### config.mk
export PLATFORM = sky130hd
export DESIGN_NAME = rv_serializer
export DESIGN_NICKNAME = d
export VERILOG_FILES = /design/src/rtl/rv_serdes_pkg.sv /design/src/rtl/rv_serializer.sv
export SDC_FILE = /design/constraint.sdc
export NUM_CORES = 1
export LEC_CHECK = 0
export ABC_AREA = 1
export CAP_MARGIN = 5
export CORE_UTILIZATION = 40
export CTS_BUF_LIST = sky130_fd_sc_hd__clkbuf_16
export CTS_CLUSTER_DIAMETER = 40
export DETAILED_ROUTE_END_ITERATION = 8
export MAX_ROUTING_LAYER = met4
export PLACE_DENSITY = 0.74
export SYNTH_ARGS = -nofsm -noshare
export SYNTH_HDL_FRONTEND = slang
export SYNTH_SLANG_ARGS = --single-unit
### constraint.sdc
create_clock -name clk -period 2.4 [get_ports clk]
set_input_delay 0.48 -clock clk [delete_from_list [all_inputs] [get_ports clk]]
set_output_delay 0.48 -clock clk [all_outputs]
set_load 0.01 [all_outputs]
### src/rtl/rv_serdes_pkg.sv
// Shared constants for the valid/ready serializer and deserializer pair.
package rv_serdes_pkg;

  // Chunk order selectors; both ends of a link must use the same value.
  localparam int unsigned SER_LSB_FIRST = 1;
  localparam int unsigned SER_MSB_FIRST = 0;

endpackage

### src/rtl/rv_serializer.sv
// Parallel-in / serial-out shifter: one N-chunk word in on valid/ready, N DATAW-bit chunks out.
module rv_serializer
  import rv_serdes_pkg::*;
#(
  parameter int unsigned DATAW     = 8,
  parameter int unsigned N         = 4,
  parameter int unsigned LSB_FIRST = SER_LSB_FIRST,
  parameter int unsigned CNTW      = (N > 1) ? $clog2(N) : 1
) (
  input  logic               clk,
  input  logic               reset,
  input  logic               valid_in,
  output logic               ready_in,
  input  logic [N*DATAW-1:0] data_in,
  output logic               valid_out,
  input  logic               ready_out,
  output logic [DATAW-1:0]   data_out,
  output logic               last_out
);

  localparam logic [CNTW-1:0] LastIdx = CNTW'(N - 1);

  logic               valid_q;
  logic               last_q;
  logic [CNTW-1:0]    count_q;
  logic [N*DATAW-1:0] shift_q;

  // Accept a new word when idle, or when the final chunk leaves this cycle (no bubble).
  assign ready_in  = !valid_q || (last_q && ready_out);
  assign valid_out = valid_q;
  assign last_out  = last_q;

  // The output chunk always sits at the output end of the shift register.
  assign data_out = (LSB_FIRST != 0) ? shift_q[DATAW-1:0] : shift_q[N*DATAW-1 -: DATAW];

  // Counter, shift register and valid flag; a load takes priority over draining the last chunk.
  always_ff @(posedge clk) begin
    if (reset) begin
      valid_q <= 1'b0;
      last_q  <= 1'b0;
      count_q <= '0;
      shift_q <= '0;
    end else if (valid_in && ready_in) begin
      valid_q <= 1'b1;
      last_q  <= (N == 1);
      count_q <= '0;
      shift_q <= data_in;
    end else if (valid_q && ready_out) begin
      if (last_q) begin
        // Keep shift_q so data_out holds its last value while idle.
        valid_q <= 1'b0;
        last_q  <= 1'b0;
        count_q <= '0;
      end else begin
        count_q <= count_q + CNTW'(1);
        last_q  <= ((count_q + CNTW'(1)) == LastIdx);
        shift_q <= (LSB_FIRST != 0) ? (shift_q >> DATAW) : (shift_q << DATAW);
      end
    end
  end

endmodule

==> qor.yml <==
logic_synthesis:
  yosys.area_share.adder_pct: 0.618
  avgSynthCellArea_um2: 7.76
  synth-seq-cells: 36
  netlist_area_um2: 2030
  synth-compound-area-share_pct: 10.7
  ys_types: 19
  synth_top_family_by_area: "simple AND/OR/NAND/NOR gates"
  synth_ff_type: "dfxtp_1"
  synth_cells: 261
  yosysWarnings: 0
  synth_edf_count: 0
  ys_seq_area_share_pct: 35.6
  synth-xor-area-share_pct: 0
  synth-simple-area-share_pct: 41.2
  synth_mux_area_share_pct: 0
  syn-num-nets: 298
  synthArstFlopShare_pct: 0
timing:
  setup_viol: 0
  post-route-min-period_ps: 2170
  fmax_mhz: 460
  final.setup.tns_ps: 0
  relSlewSlack_pct: 72.1
  layout_setup_ws_ps: 227
  worst_pin_slew_ps: 418
  hold_viol: 0
  fin_crit_sh_pct: 90.5
  grt_setup_unrepaired: "false"
  finClkSkew_ps: 2.56
  drv_slew: 0
routing:
  remaining_drc_errors: 0
  vias_per_cell: 5.17
  postRouteAntennaNets: 0
  vias: 1842
  drt-initial-drc-count: 163
  wl_per_cell_um: 12.5
  drt_wl_total_um: 4460
  dr.pass1.iters: 4
layout:
  n_antenna_cell: 0
  fin_nets: 325
  nFillCells: 448
  final_util_pct: 53.9
  register_area_um2: 721
  multi_input_area_um2: 1060
  area_growth_pct: 27.4
  drive_above_1_share_pct: 13.8
global_route:
  grt_pass1_vias: 1689
  grt_max_degree: 33
  grt_usage_pct: 19.0
  grt_pass1_wl_um: 7650
  grt_overflow_total: 0
  antenna_found_initial: 0
clock_tree:
  clock_path_buffers: 2
  clk_pin_slew_ps: 50
  post_cts_resized: 0
  cts-htree-levels: 2
  cts_buffers: 5
  cts_tree: "done"
  cts_sinks: 36
  clockRootBuffer: "clkbuf_16"
  postCtsSetupBuffers: 0
  clk_latency_ps: 280
  holdBufCountCts: 0
power:
  p_leak_nw: 0.993
  p_per_area_nw_per_um2: 616
  peakVddDrop_mv: 0.278
  power_mw: 1.59
placed_design:
  placement.setup.worst_slack_ps: 203
  place.gp.congestion: 0.745
  post-dp-hpwl_um: 2870
  portBuffers: 46
worst_setup_path:
  cp_max_fo: 2
  cp-end-kind: "primary output"
  arrival_ps: 1690
  cp-startpoint: "ready_out"
  required_ps: 1920
  reg2reg_from: "valid_out"
  path_class: "in2out"
  worstSetupStartpointType: "input port"
outcome:
  status: "finished, final reports clean"
floorplan:
  die_w_um: 73.2
  dieArea_um2: 5350
  start_util_pct: 42.3
  io_pins: 47
  die_h_um: 73.2
  coreArea_um2: 4790
  core.rowCount: 25
hold_path:
  hp-start: "shift_q[0]"
  hp-class: "reg2reg"
job:
  cap_viol_max_count: 0
synth_stat cells, types with 2 or more instances:
cell type  count  share of area, %
a21oi_1       26               6.4
a21oi_2       10               4.3
buf_2         15               3.7
buf_4         10               3.7
buf_6          3               1.7
clkbuf_1       6               1.1
dfxtp_1       36                36
inv_1          3              0.56
nand2_1       54                10
nand2_4        3               1.7
nand3_1       30               7.4
nand3_2       11               5.4
nand3b_1      24               8.9
nand4_1       24               7.4
nor2_1         2              0.37
flip-flops by register name (all words and copies together) (netlist names):
name,count
count_q,2
last_out,1
valid_out,1
shift_q,32
layer usage:
metal	vias up	global-route usage, %	share of wire, %
li1	951	-	-
met1	832	24.6	47
met4	0	4.79	0.85
met5	-	-	0
met2	54	29.3	46
met3	5	5.11	5.9
cells by family (layout without fill, tap and decap cells):
kind of cell / count (synthesis) / in the layout
AND/OR/NAND/NOR: 148 / 148
adder cells (fa/ha/maj): 1 / 1
flip-flops: 36 / 36
buffers and inverters: 40 / 68
AO/OA/AOI/OAI: 36 / 36
power by group:
part / internal [mW] / switching, mW
clock network: 0.373 / 0.230
logic: 0.158 / 0.160
registers: 0.644 / 0.0262
total: 1.17 / 0.415
layout make-up:
cell class,instances,area share [%]
Timing Repair Buffer,56,21.7
Tap cell,67,3.25
Clock buffer,5,4.85
Clock inverter,3,0.436
Sequential cell,36,27.9
Multi-Input combinational cell,185,41.3
Inverter,4,0.582
stage by stage:
step | cells | hold slack, ps | cell area (µm²)
6_report | 356 | 472 | 2580
5_1_grt | 356 | 490 | 2580
4_1_cts | 356 | 472 | 2580
3_5_place_dp | 348 | 464 | 2440
3_3_place_gp | 348 | 456 | 2440
2_1_floorplan | 261 | 443 | 2030
worst max-delay path: stages:
cell,delay (ps)
clkdlybuf4s50_1,540
nand2_4,70
nand2_4,70
clkdlybuf4s50_1,530
worst paths after layout:
check                     to  slack (ps)  cells past startpoint
setup / recovery    ready_in         230                      4
hold / removal    shift_q[0]         470                      2
setup reg to reg  count_q[0]         790                      6
hold reg to reg   shift_q[0]         470                      2
layout by cell type, fill, tap and decap left out, types with 2 or more instances in the layout:
cell	n
a21oi_2	10
nand3b_1	24
buf_4	8
dfxtp_1	36
clkdlybuf4s50_1	46
nand2_4	3
nand2_1	54
a21oi_1	26
nand4_1	24
nand3_1	30
buf_12	2
inv_1	5
nor2_1	2
clkbuf_16	5
nand3_2	11
(Power assumes the default switching activity.)
